File: config.mk
export PLATFORM = sky130hd
export DESIGN_NAME = avalon_st_packet_tx_flat
export DESIGN_NICKNAME = d
export VERILOG_FILES = /design/src/rtl/avalon_st_packet_tx_pkg.sv /design/src/rtl/avalon_st_packet_tx_if.sv /design/src/rtl/avalon_st_packet_tx_out_stage.sv /design/src/rtl/avalon_st_packet_tx.sv /design/src/flat_wrapper.sv
export SDC_FILE = /design/constraint.sdc
export NUM_CORES = 1
export LEC_CHECK = 0
export CAP_MARGIN = 20
export CORE_ASPECT_RATIO = 1.4
export CORE_UTILIZATION = 42
export DETAILED_ROUTE_END_ITERATION = 7
export HOLD_SLACK_MARGIN = 0.08
export PLACE_DENSITY = 0.81
export SYNTH_ARGS = -nofsm -noshare
export SYNTH_HDL_FRONTEND = slang
export SYNTH_SLANG_ARGS = --single-unit
File: constraint.sdc
create_clock -name clk -period 2.4 [get_ports clk]
set_input_delay 0.72 -clock clk [delete_from_list [all_inputs] [get_ports clk]]
set_output_delay 0.72 -clock clk [all_outputs]
set_load 0.005 [all_outputs]
File: src/rtl/avalon_st_packet_tx_pkg.sv
// -----------------------------------------------------------------------------
// avalon_st_tx_pack
// Shared types and helpers for the Avalon-ST packet transmitter slice.
//   avalon_st_tx_sm_t : transmitter state encoding (IDLE, SEND_MESSAGE)
//   empty_width()     : width of the Avalon-ST empty field for a beat size
//   ceil_words()      : number of beats needed to carry a byte count
// -----------------------------------------------------------------------------
package avalon_st_tx_pack;

   typedef enum logic {
      IDLE         = 1'b0,
      SEND_MESSAGE = 1'b1
   } avalon_st_tx_sm_t;

   // Beat sizes are powers of two and at least 2, so clog2 is at least 1.
   function automatic int unsigned empty_width(input int unsigned dw_bytes);
      return (dw_bytes > 1) ? $clog2(dw_bytes) : 1;
   endfunction

   function automatic int unsigned ceil_words(input int unsigned len_bytes,
                                              input int unsigned dw_bytes);
      return (len_bytes + dw_bytes - 1) / dw_bytes;
   endfunction

endpackage

File: src/rtl/avalon_st_packet_tx_if.sv
// -----------------------------------------------------------------------------
// avalon_st_if
// Avalon-ST streaming bundle with ready latency 0.
//   valid, ready : beat handshake (transfer when both high)
//   sop, eop     : start / end of packet markers
//   data         : 8*DATA_WIDTH_IN_BYTES bit beat payload
//   empty        : number of unused bytes in an eop beat
// Modports: master (source drives everything but ready), slave (sink).
// -----------------------------------------------------------------------------
interface avalon_st_if
   import avalon_st_tx_pack::*;
#(
   parameter int DATA_WIDTH_IN_BYTES = 16
);

   localparam int EMPTY_W = empty_width(DATA_WIDTH_IN_BYTES);

   logic                               valid;
   logic                               ready;
   logic                               sop;
   logic                               eop;
   logic [8*DATA_WIDTH_IN_BYTES-1:0]   data;
   logic [EMPTY_W-1:0]                 empty;

   modport master (
      output valid,
      output sop,
      output eop,
      output data,
      output empty,
      input  ready
   );

   modport slave (
      input  valid,
      input  sop,
      input  eop,
      input  data,
      input  empty,
      output ready
   );

endinterface

File: src/rtl/avalon_st_packet_tx_out_stage.sv
// -----------------------------------------------------------------------------
// avalon_st_tx_out_stage
// Single-entry registered Avalon-ST output stage. Holds one beat (data, sop,
// eop, empty) and presents it on msg_out until the sink takes it.
//   clk, rst   : clock, synchronous active-low reset
//   load       : request to capture in_* this cycle
//   in_*       : beat fields to capture
//   can_load   : stage is empty or is being drained this cycle
//   msg_out    : Avalon-ST master side
// -----------------------------------------------------------------------------
module avalon_st_tx_out_stage #(
   parameter int DATA_W  = 128,
   parameter int EMPTY_W = 4
) (
   input  logic               clk,
   input  logic               rst,
   input  logic               load,
   input  logic [DATA_W-1:0]  in_data,
   input  logic               in_sop,
   input  logic               in_eop,
   input  logic [EMPTY_W-1:0] in_empty,
   output logic               can_load,
   avalon_st_if.master        msg_out
);

   logic load_fire;

   always_comb begin
      can_load  = ~msg_out.valid | msg_out.ready;
      // Gate internally so a stalled beat can never be overwritten.
      load_fire = load & can_load;
   end

   always_ff @(posedge clk) begin
      if (!rst) begin
         msg_out.valid <= 1'b0;
         msg_out.sop   <= 1'b0;
         msg_out.eop   <= 1'b0;
         msg_out.data  <= '0;
         msg_out.empty <= '0;
      end else if (load_fire) begin
         msg_out.valid <= 1'b1;
         msg_out.sop   <= in_sop;
         msg_out.eop   <= in_eop;
         msg_out.data  <= in_data;
         msg_out.empty <= in_empty;
      end else if (msg_out.ready) begin
         msg_out.valid <= 1'b0;
      end
   end

endmodule

File: src/rtl/avalon_st_packet_tx.sv
// -----------------------------------------------------------------------------
// avalon_st_packet_tx
// Avalon-ST packet source. Accepts a byte-length command, then consumes
// ceil(len/DW) raw data words and emits them as one well-formed packet with
// sop on the first beat, eop on the last and empty marking unused bytes.
//   clk, rst        : clock, synchronous active-low reset
//   cmd_valid/ready : packet command handshake, cmd_len = length in bytes
//   data_valid/ready: raw data word handshake, data_in = word
//   msg_out         : Avalon-ST master output (registered, ready latency 0)
//   len_zero_error  : one-cycle pulse when a zero-length command is rejected
//   busy            : packet in progress or output register occupied
// -----------------------------------------------------------------------------
module avalon_st_packet_tx
   import avalon_st_tx_pack::*;
#(
   parameter int DATA_WIDTH_IN_BYTES = 16,
   parameter int LEN_W               = 16
) (
   input  logic                              clk,
   input  logic                              rst,
   input  logic                              cmd_valid,
   output logic                              cmd_ready,
   input  logic [LEN_W-1:0]                  cmd_len,
   input  logic                              data_valid,
   output logic                              data_ready,
   input  logic [8*DATA_WIDTH_IN_BYTES-1:0]  data_in,
   avalon_st_if.master                       msg_out,
   output logic                              len_zero_error,
   output logic                              busy
);

   localparam int DATA_W  = 8 * DATA_WIDTH_IN_BYTES;
   localparam int EMPTY_W = empty_width(DATA_WIDTH_IN_BYTES);
   localparam int WORDS_W = $clog2(ceil_words((1 << LEN_W) - 1, DATA_WIDTH_IN_BYTES) + 1);
   localparam logic [LEN_W:0] ROUND_ADD = (LEN_W + 1)'(DATA_WIDTH_IN_BYTES - 1);

   avalon_st_tx_sm_t state, state_next;

   logic [WORDS_W-1:0] words_left;
   logic [EMPTY_W-1:0] last_empty;
   logic               first_beat;

   logic [LEN_W:0]     len_round;
   logic [WORDS_W-1:0] cmd_words;
   logic [EMPTY_W-1:0] cmd_empty;
   logic               cmd_fire;
   logic               cmd_nonzero;
   logic               load;
   logic               can_load;
   logic               beat_eop;
   logic [EMPTY_W-1:0] beat_empty;

   // Command decode. The extra bit in len_round keeps the round-up free of
   // overflow at the maximum length; empty = (DW - len mod DW) mod DW is the
   // two's-complement negation of the low length bits.
   always_comb begin
      len_round   = {1'b0, cmd_len} + ROUND_ADD;
      cmd_words   = WORDS_W'(len_round >> EMPTY_W);
      cmd_empty   = EMPTY_W'(0) - cmd_len[EMPTY_W-1:0];
      cmd_nonzero = (cmd_len != '0);
   end

   always_ff @(posedge clk) begin
      if (!rst) begin
         state <= IDLE;
      end else begin
         state <= state_next;
      end
   end

   always_comb begin
      state_next = state;
      cmd_ready  = 1'b0;
      data_ready = 1'b0;
      cmd_fire   = 1'b0;
      load       = 1'b0;
      beat_eop   = (words_left == WORDS_W'(1));
      beat_empty = beat_eop ? last_empty : '0;
      case (state)
         IDLE: begin
            cmd_ready = rst;
            cmd_fire  = cmd_valid & rst;
            if (cmd_fire && cmd_nonzero) begin
               state_next = SEND_MESSAGE;
            end
         end
         SEND_MESSAGE: begin
            data_ready = can_load;
            load       = data_valid & can_load;
            if (load && beat_eop) begin
               state_next = IDLE;
            end
         end
         default: state_next = IDLE;
      endcase
   end

   always_ff @(posedge clk) begin
      if (!rst) begin
         words_left     <= '0;
         last_empty     <= '0;
         first_beat     <= 1'b0;
         len_zero_error <= 1'b0;
      end else begin
         len_zero_error <= cmd_fire & ~cmd_nonzero;
         if (cmd_fire && cmd_nonzero) begin
            words_left <= cmd_words;
            last_empty <= cmd_empty;
            first_beat <= 1'b1;
         end else if (load) begin
            first_beat <= 1'b0;
            words_left <= words_left - WORDS_W'(1);
         end
      end
   end

   avalon_st_tx_out_stage #(
      .DATA_W  (DATA_W),
      .EMPTY_W (EMPTY_W)
   ) u_out_stage (
      .clk      (clk),
      .rst      (rst),
      .load     (load),
      .in_data  (data_in),
      .in_sop   (first_beat),
      .in_eop   (beat_eop),
      .in_empty (beat_empty),
      .can_load (can_load),
      .msg_out  (msg_out)
   );

   assign busy = (state == SEND_MESSAGE) | msg_out.valid;

endmodule
File: src/flat_wrapper.sv
// flat-port wrapper written by rule: the top's interface ports become plain ports
module avalon_st_packet_tx_flat import avalon_st_tx_pack::*;
#(
   parameter int DATA_WIDTH_IN_BYTES = 16,
   parameter int LEN_W               = 16
)
  (clk, rst, cmd_valid, cmd_ready, cmd_len, data_valid, data_ready, data_in, len_zero_error, busy, msg_out_valid, msg_out_sop, msg_out_eop, msg_out_data, msg_out_empty, msg_out_ready);
  avalon_st_if #(.DATA_WIDTH_IN_BYTES(DATA_WIDTH_IN_BYTES)) msg_out_i ();
  input  logic clk;
  input  logic rst;
  input  logic cmd_valid;
  output logic cmd_ready;
  input  logic [LEN_W-1:0] cmd_len;
  input  logic data_valid;
  output logic data_ready;
  input  logic [8*DATA_WIDTH_IN_BYTES-1:0] data_in;
  output logic len_zero_error;
  output logic busy;
  output wire logic [$bits(msg_out_i.valid)-1:0] msg_out_valid;
  output wire logic [$bits(msg_out_i.sop)-1:0] msg_out_sop;
  output wire logic [$bits(msg_out_i.eop)-1:0] msg_out_eop;
  output wire logic [$bits(msg_out_i.data)-1:0] msg_out_data;
  output wire logic [$bits(msg_out_i.empty)-1:0] msg_out_empty;
  input wire logic [$bits(msg_out_i.ready)-1:0] msg_out_ready;
  assign msg_out_valid = msg_out_i.valid;
  assign msg_out_sop = msg_out_i.sop;
  assign msg_out_eop = msg_out_i.eop;
  assign msg_out_data = msg_out_i.data;
  assign msg_out_empty = msg_out_i.empty;
  assign msg_out_i.ready = msg_out_ready;
  avalon_st_packet_tx #(.DATA_WIDTH_IN_BYTES(DATA_WIDTH_IN_BYTES), .LEN_W(LEN_W)) u_core (.clk(clk), .rst(rst), .cmd_valid(cmd_valid), .cmd_ready(cmd_ready), .cmd_len(cmd_len), .data_valid(data_valid), .data_ready(data_ready), .data_in(data_in), .msg_out(msg_out_i), .len_zero_error(len_zero_error), .busy(busy));
endmodule
Word-level counts from Yosys, hierarchy flattened
Index checks and enable logic that the tools add are counted.

Input bits: 149. Logic and storage cells: 43. Output and inout bits: 139. Register bits after elaboration: 155.

Add/sub/neg operators: 3. Mux-type cells: 14. Reduce and logical (&&, ||, !) cells: 6. Eq/ne operators: 1. Bitwise logic cells: 9.

Operators with widths (count): 2-to-1 mux 13 bit (2); adder 16 x 4 -> 17 bit, second input constant (1); nonzero test 16 bit (1); == test 13 x 1 -> 1 bit, second input constant (1); subtractor 13 x 1 -> 13 bit, second input constant (1); 2-to-1 mux 1 bit (10); AND 1 bit (4); 2-to-1 mux 4 bit (1); nonzero test 2 bit (2); subtractor 1 x 4 -> 4 bit, first input constant (1); logical AND 1 bit (3); inverter 1 bit (3); bitwise OR 1 bit (2); one-hot mux 1 bit (2 select lines) (1).

Longest topological paths before layout
Gate-level depths: netlist of the first run.

Depth in word-level cells: 6. Mapped depth: 8. Mapped depth without buffers: 7.

By module
A second synthesis of the first run with hierarchy kept.

Cells, all modules: 758. Area total of the unflattened synthesis: 6804.0 µm².

Modules (own cells, without submodules): avalon_st_tx_out_stage (instances 1, area each 5325.1 µm², cells an instance 586, seq. area each 2702.6 µm²); avalon_st_packet_tx (instances 1, area each 1478.9 µm², cells an instance 172, seq. area each 400.4 µm²).

Least setup slack after synthesis of the first run
OpenSTA, ideal clock, no wires.

Path kind: input to register. Start point: input port cmd_len[0]. End point: register u_core.words_left[6]. Data required time: 2278 ps. Cell stages on the path: 7. Slack: 395 ps. Setup time: 122 ps. Buffers on the path: 1. Arrival: 1884 ps. Cells stage by stage: inv_1 ha_1 nor4b_1 nand4_1 nor2b_1 buf_6 o311a_1.

Longest elaborated chain between the ends: 3. Elaborated cells on any way between the ends: 5. Those cells by class: add/sub: 1; mux: 1; reduce/logical: 3.

RTL lines: start: declaration (RTL line flat_wrapper.sv:13) `input logic [LEN_W-1:0] cmd_len;`; branches (longest 3 deep; another with adder 16 x 4 -> 17 bit); end signal: assignment (RTL line avalon_st_packet_tx.sv:107) `words_left <= cmd_words;`; end signal: assignment (RTL line avalon_st_packet_tx.sv:112) `words_left <= words_left - WORDS_W'(1);`; end: declaration (RTL line avalon_st_packet_tx.sv:39) `logic [WORDS_W-1:0] words_left;`.

Several ways; the timed one is not identified. A chain may end at the register's enable or synchronous reset.

Worst setup path in the final report of the first run
Start point: input port msg_out_ready. End point: output port data_ready.

Longest elaborated chain between the ends: 2.

RTL lines: start: declaration (RTL line flat_wrapper.sv:24) `input wire logic [$bits(msg_out_i.ready)-1:0] msg_out_ready;`; bitwise OR 1 bit (RTL line avalon_st_packet_tx_out_stage.sv:29) `can_load = ~msg_out.valid | msg_out.ready;`; 2-to-1 mux 1 bit (RTL line avalon_st_packet_tx.sv:79) `case (state)`; end: declaration (RTL line flat_wrapper.sv:15) `output logic data_ready;`.

Every way passes these cells.

==> results of run 1 <==
[state kept, by name, summed over array words and instances (netlist names)]
name	cells
u_core.u_out_stage.msg_out.eop	1
u_core.state	1
u_core.len_zero_error	1
u_core.last_empty	4
u_core.u_out_stage.msg_out.empty	4
u_core.first_beat	1
u_core.u_out_stage.msg_out.data	128
u_core.u_out_stage.msg_out.valid	1
u_core.words_left	13
u_core.u_out_stage.msg_out.sop	1
[cell type report]
cell class                      instances  area [µm²]
Clock buffer                           18         429
Clock inverter                         13         131
Fill cell                            1156        4400
Inverter                                6        22.5
Multi-Input combinational cell        533        3020
Sequential cell                       155        3100
Tap cell                              189         236
Timing Repair Buffer                  331        3300
[worst max-delay path by stage]
stage,from,end
6_report,msg_out_ready,data_ready
5_1_grt,msg_out_ready,data_ready
4_1_cts,msg_out_ready,data_ready
3_5_place_dp,cmd_len[0],u_core.last_empty[2]
3_3_place_gp,cmd_len[0],u_core.last_empty[2]
2_1_floorplan,cmd_len[0],u_core.words_left[6]
[per-layer routing]
layer	GRT usage	part of all wire	up-vias
li1	-	-	3064
met1	0.244	0.38	2764
met2	0.442	0.53	187
met3	0.0516	0.051	38
met4	0.109	0.031	0
met5	0	0	-
[synth_stat cells, types with 2 or more instances]
library cell  number
o21a_1             3
a21boi_0          92
inv_1              6
clkbuf_1          23
nor3b_1            2
buf_2             24
a22oi_1            5
buf_4              2
o21ai_0            2
o22ai_1            6
nor4b_1            2
nand3_4            2
xor2_1             7
nor3_1             6
nor2b_1            6
a21boi_1          44
xnor2_1           11
nor3_2             3
nand4_1            6
nand3_1            5
ha_1               4
nand2_1          277
nor2_1            11
o211ai_1           2
nor4_1             7
a21oi_1            2
or2_2              2
nor4_4             2
dfxtp_1          155
and2_1             2
nor4_2             2
[logic make-up after synthesis]
kind of cell    Yosys count  synth area share
simple gates            346             0.244
compound gates          165             0.194
flops                   155             0.489
buf+inv                  56            0.0402
xor+xnor                 18            0.0248
fa+ha+maj                 4           0.00788
[report_power, final]
part / switching (mW) / internal [mW] / total [mW]
clock network: 1.12 / 1.45 / 2.56
registers: 0.0638 / 2.67 / 2.73
logic: 0.341 / 0.532 / 0.873
total: 1.52 / 4.65 / 6.17
[timing repair]
item	CTS	global route
pin swaps	0	0
gates cloned	0	0
setup endpoints to repair	3	2
gates resized for setup	4	3
[critical path, stage by stage]
cell,delay (ps)
clkdlybuf4s50_1,460
nand2b_4,120
and2_1,110
clkdlybuf4s15_1,190
[metrics by stage]
step | cells | total power, mW | utilization | TNS (ps)
global route | 1245 | 6.40 | 0.699 | 0
finish | 1245 | 6.17 | 0.699 | 0
floorplan | 744 | 3.12 | - | 0
detailed placement | 1214 | 3.66 | 0.660 | -5860
CTS | 1245 | 6.22 | 0.698 | 0
global placement | 1214 | 3.65 | 0.660 | -4550
==> qor.csv, run 1 <==
stage;metric;value;unit
run_status;status;complete, no violations;
power;power-per-cell-area;602;nW/µm²
timing;skew;12.2;ps
layout;design_area;10200;µm²
hold_path;hold_path.class;flop to flop;
hold_path;hold-path-endpoint;u_core.u_out_stage.msg_out.data[66];
timing;hold_violations;0;
worst_setup_path;cp-start-kind;primary input;
timing;relSlewSlack;0.483;
placement;place_area;9660;µm²
clocking;hold_buffers;0;
placement;dpl.hpwl;13500;µm
synthesis;synth_cells;744;
timing;worst_pin_slew;776;ps
layout;area_growth;61.3;%
floorplanning;die_h;147;µm
synthesis;ys_warn_count;0;
hold_path;hold-path-cell-count;2;
route;drt_pass1_iterations;4;
power;p_leak;3.62;nW
timing;period_minus_slack;2330;ps
timing;period_share;0.970;
clocking;path_clk_slew;60;ps
layout;final_common_cell;clkdlybuf4s50_1;
layout;layout_common_cells;clkdlybuf4s50_1 (285), nand2_1 (277), dfxtp_1 (154);
clocking;post_cts_buffers;0;
clocking;cts_buffers;17;
synthesis;synth_nets;897;
worst_setup_path;critical_path_class;primary input to primary output;
synthesis;synth_top_area_frac;0.489;
power;peakVddDrop;0.000345;V
clocking;root_buffer;clkbuf_16;
floorplanning;start_util;0.434;
route;drt-total-wl;18500;µm
clocking;cts_tree;done;
worst_setup_path;reg2reg_slack;800;ps
route;drtIter0Drc;226;
synthesis;syn_area;6350;µm²
route;ant_nets;0;
layout;antennaDiodeCount;0;
clocking;clock_sinks;155;
synthesis;synth.avg_cell_area;8.53;µm²
hold_path;worstHoldStart;u_core.u_out_stage.msg_out.data[66];
worst_setup_path;required;1680;ps
grt;grt_antenna_before_repair;0;
synthesis;async_reset_ff_frac;0;
placement;pre_cts_ws;-457;ps
grt;grt_first_pass_wirelength;28800;µm
route;post_drt_wl_per_cell;14.9;µm
worst_setup_path;end_kind;primary output;
layout;finalNetCount;1197;
synthesis;ys_ff_latch;155;
synthesis;yosysTopAreaCell;dfxtp_1;
floorplanning;die_area;15600;µm²
route;post-route-drc-count;0;
floorplanning;std_cell_rows;52;
timing;worst_slack;73.1;ps
synthesis;ys_top_cells_by_area;dfxtp_1 (49%), nand2_1 (16%), a21boi_0 (11%);
timing;rsz0062_at_grt;false;
layout;drive_gt1_frac;0.0938;
timing;maxSlewViolCount;0;
worst_setup_path;cp_max_fo;2;
timing;hold_slack;451;ps
worst_setup_path;crit_arrival;1610;ps
worst_setup_path;reg2regPathDepth;6;
floorplanning;core;14600;µm²
worst_setup_path;reg2reg_to;u_core.u_out_stage.msg_out.data[106];
grt;grt_pass1_vias;5816;
grt;grt_max_degree;88;
placement;place.port_buffers;287;
timing;setup_viol;0;
floorplanning;die_w;106;µm
timing;max_freq;430;MHz
grt;grt_util_all_layers;0.235;
clocking;cts_max_level;4;
route;avgViaCountPerCell;4.86;
route;num_vias;6053;
synthesis;synth_ff_type;dfxtp_1;
clocking;insertion_delay;420;ps
floorplanning;pin_count;288;
flow_run;drv_cap;0;
synthesis;ys_seq_area_frac;0.489;
placement;place.gp.congestion;0.853;
worst_setup_path;timing.rr.start;u_core.u_out_stage.msg_out.valid;
clocking;clockBufferDepth;2;
synthesis;synthDistinctLibCells;52;
synthesis;synth_edf_count;0;
grt;grt_overflow;0;
Note: power is estimated with default switching activity, not from simulation.
==> run 2: changes to the inputs <==
--- a/config.mk
+++ b/config.mk
@@ -5,12 +5,13 @@
 export SDC_FILE = /design/constraint.sdc
 export NUM_CORES = 1
 export LEC_CHECK = 0
+export ABC_AREA = 1
 export CAP_MARGIN = 20
 export CORE_ASPECT_RATIO = 1.4
-export CORE_UTILIZATION = 42
+export CORE_UTILIZATION = 41
 export DETAILED_ROUTE_END_ITERATION = 7
 export HOLD_SLACK_MARGIN = 0.08
-export PLACE_DENSITY = 0.81
+export PLACE_DENSITY = 0.8
 export SYNTH_ARGS = -nofsm -noshare
 export SYNTH_HDL_FRONTEND = slang
 export SYNTH_SLANG_ARGS = --single-unit
==> run 2 against run 1 <==
Via count is 6.4% higher. Synthesized cell count is 15% higher. Routed wire length is 3.7% higher. Sequential share of layout area is 0.89 points higher. Area after synthesis is 2.6% lower. Utilization is 1.7 points lower. Design area is 2.9% lower. Clock power is 2% lower. Total power hardly changed. Sequential cell count stayed put. Sequential power hardly changed. Critical endpoint is now cmd_ready.
==> qor.csv, run 2 <==
stage;metric;value;unit;change
timing;worst_slack;73.3;ps;+0.267 ps
power;total_power;6.17;mW;about the same
synthesis;ys_warn_count;0;;unchanged
synthesis;synthDistinctLibCells;29;;-44%
clocking;clockBufferDepth;2;;unchanged
timing;max_freq;430;MHz;about the same
synthesis;synth.avg_cell_area;7.24;µm²;-15%
flow_run;drv_cap;0;;unchanged
floorplanning;die_w;106;µm;about the same
worst_setup_path;cp_slowest_stage_delay;500;ps;+40 ps
timing;relSlewSlack;0.632;;+0.149
worst_setup_path;worstPathCellList;dlygate4sd2_1 > inv_4 > nor2_2 > clkdlybuf4s50_1;;
route;drt_pass1_iterations;5;;+1
route;drtIter0Drc;363;;+61%
floorplanning;std_cell_rows;52;;unchanged
timing;period_minus_slack;2330;ps;-0.267 ps
clocking;insertion_delay;410;ps;about the same
layout;design_area;9940;µm²;-2.9%
placement;pre_cts_ws;-237;ps;+220 ps
synthesis;synth_most_common_cell;nand2_1;;
worst_setup_path;crit_arrival;1610;ps;about the same
timing;rsz0062_at_grt;false;;
clocking;hold_buffers;0;;unchanged
placement;dpl.hpwl;13900;µm;+2.9%
clocking;path_clk_slew;60;ps;about the same
synthesis;ys_top_cells_by_area;dfxtp_1 (50%), nand2_1 (21%), a21oi_1 (12%);;
layout;antennaDiodeCount;0;;unchanged
timing;skew;9.46;ps;-2.78 ps
power;peakVddDrop;0.000426;V;+24%
clocking;cts_max_level;4;;unchanged
worst_setup_path;end_kind;primary output;;
synthesis;async_reset_ff_frac;0;;unchanged
layout;layout_common_cells;nand2_1 (343), clkdlybuf4s50_1 (285), dfxtp_1 (155);;
hold_path;hold_path.class;flop to flop;;
synthesis;syn_area;6190;µm²;-2.6%
layout;finalNetCount;1294;;+8.1%
layout;largest_reg_flops;128;;unchanged
worst_setup_path;cp-start-kind;primary input;;
clocking;cts_tree;done;;
clocking;root_buffer;clkbuf_16;;
synthesis;synth_common_cells;nand2_1 (343), dfxtp_1 (155), a21oi_1 (145);;
floorplanning;die_h;147;µm;about the same
layout;area_growth;60.8;%;
grt;grt_util_all_layers;0.244;;+0.00934
grt;grt_antenna_before_repair;1;;+1
grt;grt_overflow;0;;unchanged
route;num_vias;6438;;+6.4%
power;power-per-cell-area;620;nW/µm²;+3.0%
run_status;status;complete, no violations;;
floorplanning;start_util;0.424;;-0.00922
layout;fillers;1230;;+6.4%
route;ant_nets;0;;unchanged
grt;grt_max_degree;125;;+42%
worst_setup_path;cp_slowest_cell;clkdlybuf4s50_1;;
timing;hold_violations;0;;unchanged
layout;reg.largest.list;u_core.u_out_stage.msg_out.data (128), u_core.words_left (13);;
synthesis;ys_ff_latch;155;;unchanged
placement;place.port_buffers;287;;unchanged
timing;worst_pin_slew;553;ps;-223 ps
grt;grt_pass1_vias;5966;;+2.6%
layout;final_common_cell;nand2_1;;
timing;hold_slack;462;ps;+11.6 ps
power;p_leak;3.68;nW;+1.8%
placement;place.gp.congestion;0.854;;+0.14%
worst_setup_path;critical_path_class;primary input to primary output;;
route;post-route-drc-count;0;;unchanged
timing;finalSetupTns;0;ps;unchanged
clocking;cts_buffers;17;;unchanged
synthesis;synth_ff_type;dfxtp_1;;
route;avgViaCountPerCell;4.79;;-1.4%
grt;grt_first_pass_wirelength;29800;µm;+3.5%
placement;place_area;9370;µm²;-3.0%
layout;top_register;u_core.u_out_stage.msg_out.data;;
synthesis;synth_cells;855;;+15%
route;post_drt_wl_per_cell;14.3;µm;-3.9%
synthesis;ys_seq_area_frac;0.502;;+0.0129
floorplanning;core;14600;µm²;-0.44%
timing;period_share;0.969;;about the same
floorplanning;pin_count;288;;unchanged
synthesis;yosysTopAreaCell;dfxtp_1;;
timing;setup_viol;0;;unchanged
worst_setup_path;cp_max_fo;2;;unchanged
clocking;clock_sinks;155;;unchanged
timing;maxSlewViolCount;0;;unchanged
route;drt-total-wl;19200;µm;+3.7%
synthesis;synth_nets;1008;;+12%
synthesis;synth_edf_count;0;;unchanged
layout;drive_gt1_frac;0.0624;;-0.0314
worst_setup_path;required;1680;ps;about the same
floorplanning;die_area;15600;µm²;-0.19%
synthesis;synth_top_area_frac;0.502;;+0.0129
[run 2: cell types whose count changed after synthesis, sizes merged, moves of 9 or more]
cell    delta
a21oi    +144
nor2      +45
o21ai      +9
nand3     +18
nor3       -9
a21boi   -136
nor4      -10
inv       +28
nand2     +69
[run 2: kinds of logic (layout without fill, tap and decap cells)]
| logic type | after synthesis | count (layout) | synth area share |
|---|---|---|---|
| AND/OR/NAND/NOR | 443 | 443 | 0.285 |
| AO/OA/AOI/OAI | 161 | 161 | 0.133 |
| flip-flops | 155 | 155 | 0.502 |
| buffers and inverters | 82 | 381 | 0.0576 |
| XOR/XNOR | 10 | 10 | 0.0142 |
| adder cells (fa/ha/maj) | 4 | 4 | 0.00809 |
[run 2: per-layer routing]
| layer | vias to the layer above | track usage | wire length [µm] | share of wire |
|---|---|---|---|---|
| li1 | 3297 | - | - | - |
| met1 | 2871 | 0.268 | 7330 | 0.38 |
| met2 | 230 | 0.437 | 9900 | 0.52 |
| met3 | 38 | 0.0719 | 1370 | 0.071 |
| met4 | 2 | 0.0979 | 599 | 0.031 |
| met5 | - | 0 | 11 | 0.00057 |
[run 2: layout make-up]
type                    count  area (µm²)  area share
repair buffers            315        3180       0.319
flip-flops and latches    155        3100       0.312
multi-input cells         618        2730       0.275
clock buffers              19         433      0.0435
well taps                 189         236      0.0238
inverters                  34         133      0.0133
clock inverters            13         129      0.0130
[run 2: where the power goes]
group	leakage, nW	internal [mW]	switching [mW]
combinational	2.15	0.507	0.409
sequential	1.26	2.67	0.0588
clock	0.276	1.37	1.15
total	3.68	4.55	1.62
[run 2: final timing paths]
check	cells after the start	end	startpoint	slack, ps
min	2	u_core.u_out_stage.msg_out.data[123]	u_core.u_out_stage.msg_out.data[123]	460
max	4	cmd_ready	rst	70
max reg2reg	8	u_core.u_out_stage.msg_out.data[58]	u_core.state	760
min reg2reg	2	u_core.u_out_stage.msg_out.data[123]	u_core.u_out_stage.msg_out.data[123]	460
[run 2: worst max-delay path: cells and delay by family]
kind / cells / cell delay [ps]
buf+inv: 3 / 790
simple gates: 1 / 90
[run 2: stage by stage]
stage / util / instances
detailed placement: 0.643 / 1310
CTS: 0.682 / 1343
global placement: 0.643 / 1310
floorplan: - / 855
finish: 0.682 / 1343
global route: 0.682 / 1343
[run 2: timing repair]
| item | 4_1_cts | 5_1_grt |
|---|---|---|
| resized for setup | 3 | 3 |
| setup buffers | 1 | 0 |
| endpoints found under the setup margin | 2 | 1 |
| pin swaps | 1 | 0 |
==> run 3: changes to the inputs <==
--- a/config.mk
+++ b/config.mk
@@ -7,11 +7,14 @@
 export LEC_CHECK = 0
 export ABC_AREA = 1
 export CAP_MARGIN = 20
+export CELL_PAD_IN_SITES_DETAIL_PLACEMENT = 1
+export CELL_PAD_IN_SITES_GLOBAL_PLACEMENT = 1
 export CORE_ASPECT_RATIO = 1.4
-export CORE_UTILIZATION = 41
+export CORE_UTILIZATION = 28
 export DETAILED_ROUTE_END_ITERATION = 7
+export GPL_ROUTABILITY_DRIVEN = 0
 export HOLD_SLACK_MARGIN = 0.08
-export PLACE_DENSITY = 0.8
+export PLACE_DENSITY_LB_ADDON = 0.1
 export SYNTH_ARGS = -nofsm -noshare
 export SYNTH_HDL_FRONTEND = slang
 export SYNTH_SLANG_ARGS = --single-unit
==> run 3 against run 2 <==
Register-to-register slack got worse by 60 ps. Critical endpoint unchanged. Critical path depth did not move. Largest cell class unchanged. Clock power up 12%. Design area is 2.2% higher. Routed wire length grew 15%. Sequential cell count unchanged. Global-route usage shrank 5.2 points.
==> qor.csv, run 3 (synthesized netlist as in run 2, its figures left out) <==
stage;metric;value;unit;change
worst_setup_path;critical_path_class;primary input to primary output;;
timing;period_minus_slack;2340;ps;+13.5 ps
worst_setup_path;timing.rr.start;u_core.u_out_stage.msg_out.valid;;
layout;largest_reg_flops;128;;unchanged
worst_setup_path;crit_arrival;1620;ps;about the same
route;drtIter0Drc;275;;-24%
floorplanning;core;21800;µm²;+49%
clocking;cts_max_level;4;;unchanged
power;swShare;0.253;;-0.00937
run_status;status;complete, no violations;;
floorplanning;pin_count;288;;unchanged
worst_setup_path;startpoint;rst;;
worst_setup_path;required;1680;ps;about the same
placement;dpl.hpwl;15900;µm;+15%
worst_setup_path;reg2reg_to;u_core.u_out_stage.msg_out.data[56];;
hold_path;hold_path.class;flop to flop;;
route;post_drt_wl_per_cell;15.1;µm;+5.7%
floorplanning;die_area;22700;µm²;+46%
layout;fillers;2678;;+120%
placement;place.port_buffers;287;;unchanged
timing;max_freq;427;MHz;-0.58%
power;p_int;4.84;mW;+6.2%
power;comb_power_share;0.144;;-0.005
worst_setup_path;cp_max_fo;2;;unchanged
hold_path;hold-path-cell-count;2;;unchanged
worst_setup_path;reg2regPathDepth;9;;+1
worst_setup_path;end_kind;primary output;;
route;ant_nets;0;;unchanged
route;avgViaCountPerCell;4.47;;-6.8%
power;peakVddDrop;0.000458;V;+7.5%
grt;grt_first_pass_wirelength;33600;µm;+13%
grt;grt_antenna_before_repair;0;;-1
route;post-route-drc-count;0;;unchanged
timing;maxSlewViolCount;0;;unchanged
route;num_vias;6507;;+1.1%
power;power.switching;1.63;mW;+1.1%
timing;skew;9.37;ps;-0.0911 ps
worst_setup_path;cp_num_cells;4;;unchanged
worst_setup_path;critPathBufInv;3;;unchanged
clocking;hold_buffers;0;;unchanged
timing;relSlewSlack;0.650;;+0.0188
layout;design_area;10200;µm²;+2.2%
timing;hold_slack;462;ps;-0.298 ps
layout;antennaDiodeCount;0;;unchanged
layout;top_register;u_core.u_out_stage.msg_out.data;;
power;power_frac_clock;0.434;;+0.025
clocking;path_clk_slew;60;ps;about the same
worst_setup_path;worstPathCellList;dlygate4sd2_1 > inv_4 > nor2_2 > clkdlybuf4s50_1;;
worst_setup_path;cp_slowest_stage_delay;500;ps;about the same
clocking;clock_sinks;155;;unchanged
floorplanning;start_util;0.284;;-0.140
placement;place_area;9550;µm²;+1.9%
timing;rsz0062_at_grt;false;;
worst_setup_path;cp_slowest_cell;clkdlybuf4s50_1;;
clocking;clockBufferDepth;2;;unchanged
clocking;post_cts_buffers;0;;-1
layout;drive_gt1_frac;0.0673;;+0.00491
timing;period_share;0.975;;+0.00561
floorplanning;die_h;178;µm;+21%
layout;layout_common_cells;nand2_1 (343), clkdlybuf4s50_1 (285), dfxtp_1 (155);;
power;power-per-cell-area;636;nW/µm²;+2.6%
clocking;cts_tree;done;;
layout;post-route-util;0.467;;-0.216
clocking;insertion_delay;430;ps;+20 ps
layout;area_growth;64.4;%;
flow_run;drv_cap;0;;unchanged
clocking;cts_buffers;17;;unchanged
route;drt-total-wl;22000;µm;+15%
grt;grt_overflow;0;;unchanged
power;seq_power_share;0.421;;-0.021
layout;final_common_cell;nand2_1;;
power;p_leak;3.72;nW;+0.88%
timing;worst_pin_slew;524;ps;-28.2 ps
layout;reg.largest.list;u_core.u_out_stage.msg_out.data (128), u_core.words_left (13);;
worst_setup_path;cp-start-kind;primary input;;
clocking;root_buffer;clkbuf_16;;
grt;grt_pass1_vias;6467;;+8.4%
worst_setup_path;crit_end;cmd_ready;;
grt;grt_util_all_layers;0.192;;-0.0520
worst_setup_path;reg2reg_slack;700;ps;-60 ps
timing;hold_violations;0;;unchanged
grt;grt_max_degree;110;;-12%
worst_setup_path;cp_top_family;buffers and inverters;;
timing;setup_viol;0;;unchanged
layout;finalNetCount;1299;;+0.39%
floorplanning;std_cell_rows;64;;+23%
floorplanning;die_w;128;µm;+21%
route;drt_pass1_iterations;4;;-1
[run 3: how the worst min path moves through the flow]
stage,startpoint,to
finish,u_core.u_out_stage.msg_out.data[126],u_core.u_out_stage.msg_out.data[126]
global route,u_core.u_out_stage.msg_out.data[60],u_core.u_out_stage.msg_out.data[60]
CTS,u_core.last_empty[3],u_core.last_empty[3]
detailed placement,u_core.last_empty[3],u_core.last_empty[3]
global placement,u_core.u_out_stage.msg_out.data[66],u_core.u_out_stage.msg_out.data[66]
floorplan,u_core.last_empty[0],u_core.u_out_stage.msg_out.empty[0]
[run 3: what timing repair did]
item | in CTS | in global routing
setup endpoints to repair | 2 | 0
resized for setup | 3 | 0
hold endpoints to repair | 0 | 0
[run 3: power groups by stage]
stage	Clock, mW	Combinational (mW)	Sequential, mW
finish	2.81	0.934	2.73
global route	3.02	1.03	2.74
CTS	2.91	0.953	2.73
detailed placement	0	0.949	2.79
global placement	0	0.940	2.78
floorplan	0	0.379	2.78
[run 3: routing by layer]
metal	GRT usage	wire, µm
met5	0	0
met4	0.0652	357
met3	0.0552	1310
met2	0.354	11400
met1	0.209	8960
[run 3: metrics by stage]
stage	instances	TNS, ps	worst slack [ps]	power (mW)
CTS	1456	0	49.4	6.59
floorplan	855	0	452	3.16
detailed placement	1424	-1840	-207	3.73
global route	1456	0	11.7	6.79
finish	1456	0	59.9	6.47
global placement	1424	-567	-196	3.72
[run 3: area by class of cell]
type | instances | area, µm² | area share
clock buffers | 17 | 425 | 0.0418
clock inverters | 15 | 188 | 0.0185
inverters | 34 | 133 | 0.0130
multi-input cells | 618 | 2730 | 0.268
flip-flops and latches | 155 | 3100 | 0.305
well taps | 297 | 372 | 0.0365
repair buffers | 320 | 3220 | 0.317
[run 3: worst register-to-register path, delay by kind of cell (launching register included)]
family	cells	cell delay, ps
buf+inv	4	700
simple gates	4	390
flops	1	380
compound gates	1	150
